## src/rtl/icache_dm_refill_if.sv

```systemverilog
// Fetch-side and memory-side signal bundle for the direct-mapped instruction cache.
// The master modport is the cache; the slave modport is the fetch stage plus memory bus.
interface icache_dm_refill_if #(
    parameter int ADDR_WIDTH = 64
);
    logic [ADDR_WIDTH-1:0] PC;
    logic                  fetch_valid;
    logic                  flush;
    logic                  icache_r;
    logic [31:0]           instruction;
    logic                  mem_req;
    logic [ADDR_WIDTH-1:0] mem_addr;
    logic                  mem_gnt;
    logic                  mem_rvalid;
    logic [31:0]           mem_rdata;

    modport master (
        input  PC, fetch_valid, flush, mem_gnt, mem_rvalid, mem_rdata,
        output icache_r, instruction, mem_req, mem_addr
    );

    modport slave (
        output PC, fetch_valid, flush, mem_gnt, mem_rvalid, mem_rdata,
        input  icache_r, instruction, mem_req, mem_addr
    );
endinterface

```

## src/rtl/icache_dm_refill.sv

```systemverilog
// Direct-mapped instruction cache with combinational hits, a burst line-refill FSM,
// single-cycle flush and saturating hit/miss counters.
module icache_dm_refill #(
    parameter int ADDR_WIDTH = 64,
    parameter int NUM_LINES  = 16,
    parameter int LINE_WORDS = 4,
    parameter int CNT_WIDTH  = 32
) (
    input  logic                 CLK,
    input  logic                 reset,
    icache_dm_refill_if.master   bus,
    output logic [CNT_WIDTH-1:0] hit_count,
    output logic [CNT_WIDTH-1:0] miss_count
);
    localparam int OFF  = $clog2(LINE_WORDS * 4);
    localparam int IDX  = $clog2(NUM_LINES);
    localparam int WB   = $clog2(LINE_WORDS);
    localparam int TAGW = ADDR_WIDTH - OFF - IDX;

    typedef enum logic [1:0] {IDLE, REQ, FILL} state_t;

    state_t state, state_next;

    logic [31:0]           data_mem [NUM_LINES*LINE_WORDS];
    logic [TAGW-1:0]       tag_mem  [NUM_LINES];
    logic [NUM_LINES-1:0]  valid;
    logic [ADDR_WIDTH-1:0] line_addr;
    logic [IDX-1:0]        lidx;
    logic [WB-1:0]         beat;
    logic                  poisoned;

    logic [IDX-1:0]  pc_index;
    logic [WB-1:0]   pc_word;
    logic [TAGW-1:0] pc_tag;
    logic [1:0]      pc_unused;
    logic            hit;
    logic            start_miss;
    logic            beat_accept;
    logic            last_beat;

    assign pc_index  = bus.PC[OFF+IDX-1:OFF];
    assign pc_word   = bus.PC[OFF-1:2];
    assign pc_tag    = bus.PC[ADDR_WIDTH-1:OFF+IDX];
    assign pc_unused = bus.PC[1:0];

    assign hit         = bus.fetch_valid && (state == IDLE) && valid[pc_index]
                         && (tag_mem[pc_index] == pc_tag);
    assign start_miss  = (state == IDLE) && bus.fetch_valid && !hit && !bus.flush;
    assign beat_accept = (state == FILL) && bus.mem_rvalid;
    assign last_beat   = beat_accept && (beat == WB'(LINE_WORDS - 1));

    always_ff @(posedge CLK or negedge reset) begin
        if (!reset) begin
            state <= IDLE;
        end else begin
            state <= state_next;
        end
    end

    always_comb begin
        state_next = state;
        case (state)
            IDLE:    if (start_miss)  state_next = REQ;
            REQ:     if (bus.mem_gnt) state_next = FILL;
            FILL:    if (last_beat)   state_next = IDLE;
            default:                  state_next = IDLE;
        endcase
    end

    always_comb begin
        bus.mem_req     = (state == REQ);
        bus.mem_addr    = line_addr;
        bus.icache_r    = hit;
        bus.instruction = 32'd0;
        if (hit) begin
            bus.instruction = data_mem[{pc_index, pc_word}];
        end
    end

    // A flush that lands mid-burst poisons the line so it is written but never marked valid.
    always_ff @(posedge CLK or negedge reset) begin
        if (!reset) begin
            line_addr <= '0;
            lidx      <= '0;
            beat      <= '0;
            poisoned  <= 1'b0;
            valid     <= '0;
        end else begin
            if (start_miss) begin
                line_addr <= {bus.PC[ADDR_WIDTH-1:OFF], {OFF{1'b0}}};
                lidx      <= pc_index;
                poisoned  <= 1'b0;
            end else if (last_beat) begin
                poisoned  <= 1'b0;
            end else if (bus.flush && (state != IDLE)) begin
                poisoned  <= 1'b1;
            end

            if ((state == REQ) && bus.mem_gnt) begin
                beat <= '0;
            end else if (beat_accept) begin
                beat <= beat + 1'b1;
            end

            if (bus.flush) begin
                valid <= '0;
            end else if (last_beat && !poisoned) begin
                valid[lidx] <= 1'b1;
            end
        end
    end

    always_ff @(posedge CLK) begin
        if (beat_accept) begin
            data_mem[{lidx, beat}] <= bus.mem_rdata;
        end
        if (last_beat) begin
            tag_mem[lidx] <= line_addr[ADDR_WIDTH-1:OFF+IDX];
        end
    end

    always_ff @(posedge CLK or negedge reset) begin
        if (!reset) begin
            hit_count  <= '0;
            miss_count <= '0;
        end else begin
            if (hit && (hit_count != '1)) begin
                hit_count <= hit_count + 1'b1;
            end
            if (start_miss && (miss_count != '1)) begin
                miss_count <= miss_count + 1'b1;
            end
        end
    end
endmodule
```

## src/flat_wrapper.sv

```systemverilog
// flat-port wrapper written by rule: the top's interface ports become plain ports
module icache_dm_refill_flat 
#(
    parameter int ADDR_WIDTH = 64,
    parameter int NUM_LINES  = 16,
    parameter int LINE_WORDS = 4,
    parameter int CNT_WIDTH  = 32
)
  (CLK, reset, hit_count, miss_count, bus_PC, bus_fetch_valid, bus_flush, bus_mem_gnt, bus_mem_rvalid, bus_mem_rdata, bus_icache_r, bus_instruction, bus_mem_req, bus_mem_addr);
  icache_dm_refill_if #(.ADDR_WIDTH(ADDR_WIDTH)) bus_i ();
  input  logic CLK;
  input  logic reset;
  output logic [CNT_WIDTH-1:0] hit_count;
  output logic [CNT_WIDTH-1:0] miss_count;
  input wire logic [$bits(bus_i.PC)-1:0] bus_PC;
  input wire logic [$bits(bus_i.fetch_valid)-1:0] bus_fetch_valid;
  input wire logic [$bits(bus_i.flush)-1:0] bus_flush;
  input wire logic [$bits(bus_i.mem_gnt)-1:0] bus_mem_gnt;
  input wire logic [$bits(bus_i.mem_rvalid)-1:0] bus_mem_rvalid;
  input wire logic [$bits(bus_i.mem_rdata)-1:0] bus_mem_rdata;
  output wire logic [$bits(bus_i.icache_r)-1:0] bus_icache_r;
  output wire logic [$bits(bus_i.instruction)-1:0] bus_instruction;
  output wire logic [$bits(bus_i.mem_req)-1:0] bus_mem_req;
  output wire logic [$bits(bus_i.mem_addr)-1:0] bus_mem_addr;
  assign bus_i.PC = bus_PC;
  assign bus_i.fetch_valid = bus_fetch_valid;
  assign bus_i.flush = bus_flush;
  assign bus_i.mem_gnt = bus_mem_gnt;
  assign bus_i.mem_rvalid = bus_mem_rvalid;
  assign bus_i.mem_rdata = bus_mem_rdata;
  assign bus_icache_r = bus_i.icache_r;
  assign bus_instruction = bus_i.instruction;
  assign bus_mem_req = bus_i.mem_req;
  assign bus_mem_addr = bus_i.mem_addr;
  icache_dm_refill #(.ADDR_WIDTH(ADDR_WIDTH), .NUM_LINES(NUM_LINES), .LINE_WORDS(LINE_WORDS), .CNT_WIDTH(CNT_WIDTH)) u_core (.CLK(CLK), .reset(reset), .bus(bus_i), .hit_count(hit_count), .miss_count(miss_count));
endmodule
```

## config.mk

```make
export PLATFORM = sky130hd
export DESIGN_NAME = icache_dm_refill_flat
export DESIGN_NICKNAME = d
export VERILOG_FILES = /design/src/rtl/icache_dm_refill_if.sv /design/src/rtl/icache_dm_refill.sv /design/src/flat_wrapper.sv
export SDC_FILE = /design/constraint.sdc
export NUM_CORES = 2
export LEC_CHECK = 0
export ABC_AREA = 1
export CORE_MARGIN = 10
export CORE_UTILIZATION = 46
export DETAILED_ROUTE_END_ITERATION = 10
export PLACE_DENSITY = 0.64
export SLEW_MARGIN = 40
export SYNTH_ARGS = -nofsm -noshare
export SYNTH_HDL_FRONTEND = slang
export SYNTH_SLANG_ARGS = --single-unit
```

## constraint.sdc

```tcl
create_clock -name CLK -period 8.1 [get_ports CLK]
set_input_delay 1.215 -clock CLK [delete_from_list [all_inputs] [get_ports CLK]]
set_output_delay 1.215 -clock CLK [all_outputs]
set_load 0.02 [all_outputs]
```

# Word level (Yosys, flattened, before mapping)
# Memories as Yosys holds them, arrays and structs flattened.
# Cells that the tools add are included.
# word_totals
ramBits,2944
romBits,0
in_bits,102
output_inout_bits,162
register_bits,149
wordCells,68
latch_bits,0
mem_count,2
# op_classes
n_reduce_logical,22
n_lt_le_gt_ge,3
n_bitwise,1
n_mul,0
add_sub_neg,3
shifts,0
n_eq_ne,9
n_div,0
mux,20
# memory_table
name,words,word_bits,rd,rd_ports_with_merged_regs,wr,line,rtl
u_core.data_mem,64,32,1,0,1,icache_dm_refill.sv:24,logic [31:0] data_mem [NUM_LINES*LINE_WORDS];
u_core.tag_mem,16,56,1,0,1,icache_dm_refill.sv:25,logic [TAGW-1:0] tag_mem [NUM_LINES];
# op_table
op,n
"32-bit by 1-bit adder with 32-bit output, second input constant",2
"32-bit != test, second input constant",2
56-bit equality test,1
16-bit 2-to-1 mux,2
32-bit 2-to-1 mux,1
16-bit bitwise OR,1
1-bit logical AND,13
"4-bit by 5-bit less-than comparator with 1-bit output, second input constant",2
2-bit 2-to-1 mux,5
1-bit 2-to-1 mux,9
2-bit case mux with 3 select lines,1
2-bit nonzero test,3
1-bit binary-select mux with 4-bit select,1
1-bit demux with 4-bit select,1
"2-bit equality test, second input constant",2
"4-bit by 1-bit >= comparator with 1-bit output, second input constant",1
"2-bit by 1-bit != test with 1-bit output, second input constant",2
1-bit logical NOT,3
3-bit AND reduction,1
3-bit nonzero test,1
"2-bit by 1-bit adder with 2-bit output, second input constant",1
"2-bit by 1-bit equality test with 1-bit output, second input constant",1
2-bit logical NOT,1
"2-bit != test, second input constant",1

# Longest topological paths before layout
# depth
ltp_word,9
depth_mapped,22
mapped_depth_nobuf,19

# Worst setup path after synthesis
# Ideal clock, no wire load.
# synth_path
kind,input-to-reg
from,input port bus_mem_rvalid
to,memory u_core.tag_mem[0][0] (netlist bit) (enable)
slack_ps,1920
setup_ps,538
required_time_ps,7562
arrival_time_ps,5642
cell_stages,5
path_buffers,1
path_cell_list,nand3_1 -> inv_1 -> nand2_1 -> clkbuf_1 -> nor3_1
# synth_between
elab_chain_cells,4
# synth_lines
element,line,rtl
start: declaration,flat_wrapper.sv:19,input wire logic [$bits(bus_i.mem_rvalid)-1:0] bus_mem_rvalid;
1-bit logical AND,icache_dm_refill.sv:49,assign beat_accept = (state == FILL) && bus.mem_rvalid;
1-bit logical AND,icache_dm_refill.sv:50,assign last_beat = beat_accept && (beat == WB'(LINE_WORDS - 1));
1-bit 2-to-1 mux,icache_dm_refill.sv:117,if (last_beat) begin
1-bit 2-to-1 mux (not written as such),icache_dm_refill.sv:118,tag_mem[lidx] <= line_addr[ADDR_WIDTH-1:OFF+IDX];
end: declaration,icache_dm_refill.sv:25,
# Every way passes these cells.

# Worst setup path after layout
# layout_path
from,input port bus_PC[6]
to,output port bus_instruction[8]
# layout_between
elab_chain_cells,5
elab_cells_between_ends,8
classes_between,1 x eq/ne; 3 x mux; 2 x reduce/logical; 2 x memory
# layout_lines
element,line,rtl
start: declaration,flat_wrapper.sv:15,input wire logic [$bits(bus_i.PC)-1:0] bus_PC;
"parallel branches: the longest is 4 deep, another holds memory 16 x 56 bit",--,
32-bit 2-to-1 mux (*),icache_dm_refill.sv:75,if (hit) begin
end: declaration,flat_wrapper.sv:22,output wire logic [$bits(bus_i.instruction)-1:0] bus_instruction;
# Mark *: on every way between the ends. The select of a mux whose other input is x is not followed.

==> results <==
- The run finished with clean final reports.
- Across all setup checks in the final design, the least slack found is 1.10 ns.
- In this design, the stage delay of the slowest critical-path cell is roughly 0.71 ns.
- The total of hold buffers inserted after clock tree synthesis is 0.
- Setup repair after global routing left no endpoint under its margin.
- For this block, the via count after detailed routing is 85600.
- For this design the ratio of total power to cell area is 256 nW/µm².
- The initial cell density of the core is 46.3%.
- The number of global-route vias before repair is 81600.
- The count of H-tree levels built during CTS is 5.
- The class of the tightest hold or removal check is primary input to async pin.
- Timing would allow up to approximately 140 MHz.
- At the worst endpoint, the arrival time is 5.78 ns.
- The storage element area is just over 90000 µm².
- The sequential-to-total area share from yosys stat is roughly 73%.
- The final-report max-slew violation count is 0.
- The first routing iteration left 10600 violations.
- The fraction of power consumed by combinational cells is 8.7%.
- The number of buffers created by CTS is 322.
- The critical path's slowest cell is sky130_fd_sc_hd__inv_8.
- The placeable core region is 271000 µm².
- The final total negative setup slack is 0 ns.
- The transition at the pin with the smallest max-transition slack is ~0.9 ns.
- The power share of the sequential group is 51.9%.
- The number of buffers added for setup after CTS is 0.
- By area the synthesized netlist is led by sky130_fd_sc_hd__edfxtp_1 (70%), sky130_fd_sc_hd__nand2_1 (7.6%), sky130_fd_sc_hd__dfrtp_1 (2.9%).
- The first global-routing pass estimated 546000 µm of wire.
- The placement row count is 191.
- In the final layout, the share of cells above drive strength 1 is 8.07%.
- The number of gates resized after cts is 0.
- The number of distinct standard cells referenced by the synthesized netlist is 36.
- The worst-case IR drop observed on VDD is roughly 210 µV.
- Measured in cells, the most critical reg-to-reg path has a length of 16.
- The setup clock skew after layout is 0.0825 ns.
- TritonCTS built the clock tree.
- In this run the biggest area consumer among cell types represents ~70% of the synthesized area.
- sky130_fd_sc_hd__edfxtp_1 takes more of the synthesized area than any other cell.
- The worst slew margin relative to its limit is 39.2%.
- The I/O pin count is 264.
- The minimum clock period after layout is 7.00 ns.
- In this run, the clock network consumes 39.4% of the power.
- The via-per-instance ratio is 6.02.
- Of the available clock period, the critical path in the final layout requires about 86%.
- For this run, design rule violations remaining after detail routing come to 0.
- In this design, the critical path's most frequently occurring cell is sky130_fd_sc_hd__nand2_1.
- The most common cell after layout, fill and taps aside is sky130_fd_sc_hd__edfxtp_1.
- From synthesis to final layout, the design area changed by 14.3%.
- The number of buffers between clock root and the deepest sink is 4.
- The total placed instance area is between 100000 and 150000 µm².
- The startpoint identified for the worst register-to-register timing path is u_core.state[1].
- The final hold violation count is 0.
- Internal power comes to 27.7 mW.
- The setup slack after placement is 1.19 ns.
- Summed over all cells, the static leakage comes to 50.1 nW.
- Clock tree synthesis selected as its root buffer the cell sky130_fd_sc_hd__clkbuf_16.
- The number of fillers in the final layout is 22200.
- The worst setup path is launched from a primary input.
- The proportion of total power due to net switching is 24.8%.
- Leaving out fill and tap cells, the most frequent cells in the layout are sky130_fd_sc_hd__edfxtp_1 (2944), sky130_fd_sc_hd__nand2_1 (2558), sky130_fd_sc_hd__nor2_1 (712).
- Data on the critical path is required at its endpoint by 6.88 ns.
- Of all nets on the critical path, the largest fanout is 86.
- The synthesized design contains 3089 register bits.
- The per-instance average area after synthesis is 12.3 µm².
- The type of destination of the critical path is a primary output.
- The flop-to-flop setup slack is 3.77 ns.
- For this run the aggregate overflow at the end of global routing stands at 0.
- The floorplan step set the die width to between 500 and 600 µm.
- The clock-pin slew on the worst setup and hold paths is 0.06 ns.
- After routing the design area is 144000 µm².
- The clock latency of the later-clocked register in the worst-skew pair is 0.93 ns.
- The die height is 543 µm.
- The synthesized instance count is 10200.
- Entering global routing, the biggest net connects between 150 and 200 pins.
- The die area is 295000 µm².
- After detailed routing, the average wire length per cell comes to 26.4 µm.
- The count of input and output buffers is around 260.
- In this run the power spent charging and discharging nets is 9.16 mW.
- In this run the worst setup path terminates at bus_instruction[8].
- The critical path start-end classification is primary input to primary output.
- The Yosys warning count is 0.
- The critical path goes through clkbuf_8 -> inv_8 -> buf_4 -> nand3_1 -> nand3_1 -> nand2_1 -> nand2_1 -> nand2_1 -> nor2_1 -> nand2_1 -> nor2_1 -> nand2_1 -> nor2_1 -> nand2_4 -> buf_12 -> nor2_1 -> clkdlybuf4s50_1.
- The post-synthesis instance area is 126000 µm².
- The initial antenna violation count is 17.
- The global placement routability congestion is 0.878.
- The worst register-to-register path ends at u_core.bus.mem_addr[52].
- The worst hold slack after final layout is 0.266 ns.
- The CTS sink count is 3089.
- The first TritonRoute pass finished after 7 iterations.
- The wire length reported by the detailed router is 376000 µm.
- The launching element of the worst setup path is bus_PC[6].
- The multi-input combinational cells in the finished layout cover a total of a little over 30000 µm².
- The max capacitance violation total is 0.
- The total number of nets in the final design is 10500.
- The count of nets left with antenna violations once routing finished came out at 0.
- Setup violations remaining at the end of the flow were counted as 0.
- The detailed placer's ending HPWL is 206000 µm.
- Across every metal layer, demand over resource in global routing totals 24.5%.
[worst min path at each step]
| stage | startpoint | to | slack, ns | depth (start not counted) |
|---|---|---|---|---|
| after detailed placement | u_core.valid[14] | u_core.valid[14] | 0.50 | 2 |
| after global routing | reset | u_core.bus.mem_addr[43] | 0.28 | 1 |
| after CTS | reset | u_core.bus.mem_addr[43] | 0.24 | 1 |
| after global placement | u_core.valid[14] | u_core.valid[14] | 0.48 | 2 |
| final | reset | u_core.bus.mem_addr[43] | 0.27 | 1 |
| after floorplan | u_core.valid[10] | u_core.valid[10] | 0.46 | 2 |
[metal layers]
layer | global-route usage, % | routed length, µm | share of wire [%] | vias up
met5 | 0 | 87 | 0.023 | -
met4 | 9.57 | 15900 | 4.2 | 14
met3 | 4.29 | 36700 | 9.8 | 742
met2 | 39.3 | 175000 | 46 | 4519
met1 | 33.5 | 149000 | 40 | 42800
li1 | - | - | - | 37500
[worst max-delay path, delay by kind of cell]
kind | cells | cell delay, ns
and+or+nand+nor | 12 | 1.93
buffers and inverters | 5 | 2.42
[sequential cells by signal, indices dropped and copies added, names as in the netlist]
signal               count
u_core.beat              2
u_core.bus.mem_addr     57
u_core.data_mem       2048
u_core.hit_count        32
u_core.lidx              3
u_core.miss_count       32
u_core.poisoned          1
u_core.state             2
u_core.tag_mem         896
u_core.valid            16
[final cells by class]
class                           count  share of cell area, %
Sequential cell                  3089                   64.0
Multi-Input combinational cell   6097                   21.0
Clock buffer                      408                   5.97
Timing Repair Buffer              522                   3.78
Tap cell                         3570                   3.10
Clock inverter                    170                   1.19
Inverter                          366                  0.995
Antenna cell                        7                 0.0122
[cell families (layout without fill, tap and decap cells)]
logic type               count (synthesis)  in the layout  share of synthesized area [%]
AO/OA/AOI/OAI                         1921           1921                           9.90
XOR/XNOR                                59             59                          0.411
adder cells (fa/ha/maj)                  3              3                         0.0298
buffers and inverters                 1053           1466                           3.37
flip-flops                            3089           3089                           73.1
other                                    1             11                        0.00298
AND/OR/NAND/NOR                       4110           4110                           13.1
[Yosys cell counts]
library cell,instances
sky130_fd_sc_hd__o21ai_1,66
sky130_fd_sc_hd__dfrtp_1,145
sky130_fd_sc_hd__buf_4,27
sky130_fd_sc_hd__o21ai_0,443
sky130_fd_sc_hd__nand3_1,612
sky130_fd_sc_hd__edfxtp_1,2944
sky130_fd_sc_hd__buf_1,57
sky130_fd_sc_hd__inv_1,352
sky130_fd_sc_hd__o31ai_1,1
sky130_fd_sc_hd__inv_2,6
sky130_fd_sc_hd__o311ai_0,64
sky130_fd_sc_hd__or2_2,6
sky130_fd_sc_hd__a221oi_1,192
sky130_fd_sc_hd__xnor2_1,9
sky130_fd_sc_hd__or2_0,1
sky130_fd_sc_hd__nand2_2,1
sky130_fd_sc_hd__conb_1,1
sky130_fd_sc_hd__a21oi_1,657
sky130_fd_sc_hd__clkbuf_1,469
sky130_fd_sc_hd__nor4b_1,2
sky130_fd_sc_hd__a221o_1,64
sky130_fd_sc_hd__nand2_1,2560
sky130_fd_sc_hd__nor2_1,780
sky130_fd_sc_hd__ha_1,3
sky130_fd_sc_hd__buf_2,132
sky130_fd_sc_hd__a31oi_1,4
sky130_fd_sc_hd__nor3_1,46
sky130_fd_sc_hd__buf_6,2
sky130_fd_sc_hd__clkinv_1,8
sky130_fd_sc_hd__o221ai_1,128
sky130_fd_sc_hd__a311o_1,14
sky130_fd_sc_hd__nand4_1,83
sky130_fd_sc_hd__xor2_1,50
sky130_fd_sc_hd__o211ai_1,174
sky130_fd_sc_hd__nor4_1,19
sky130_fd_sc_hd__a32o_1,114
[metrics by stage]
step / instances / util (%) / power (mW)
3_5_place_dp: 13600 / 49.2 / 22.6
3_3_place_gp: 13600 / 48.9 / 22.5
4_1_cts: 14200 / 53.0 / 37.0
2_1_floorplan: 10200 / - / 20.8
5_1_grt: 14200 / 53.0 / 37.9
6_report: 14200 / 53.0 / 36.8
[power groups by stage]
stage	clock, mW	combinational, mW	sequential [mW]
6_report	14.5	3.20	19.1
5_1_grt	15.3	3.41	19.2
4_1_cts	14.7	3.17	19.1
3_5_place_dp	0	3.16	19.5
3_3_place_gp	0	3.08	19.4
2_1_floorplan	0	1.39	19.4
(Power assumes the default switching activity.)
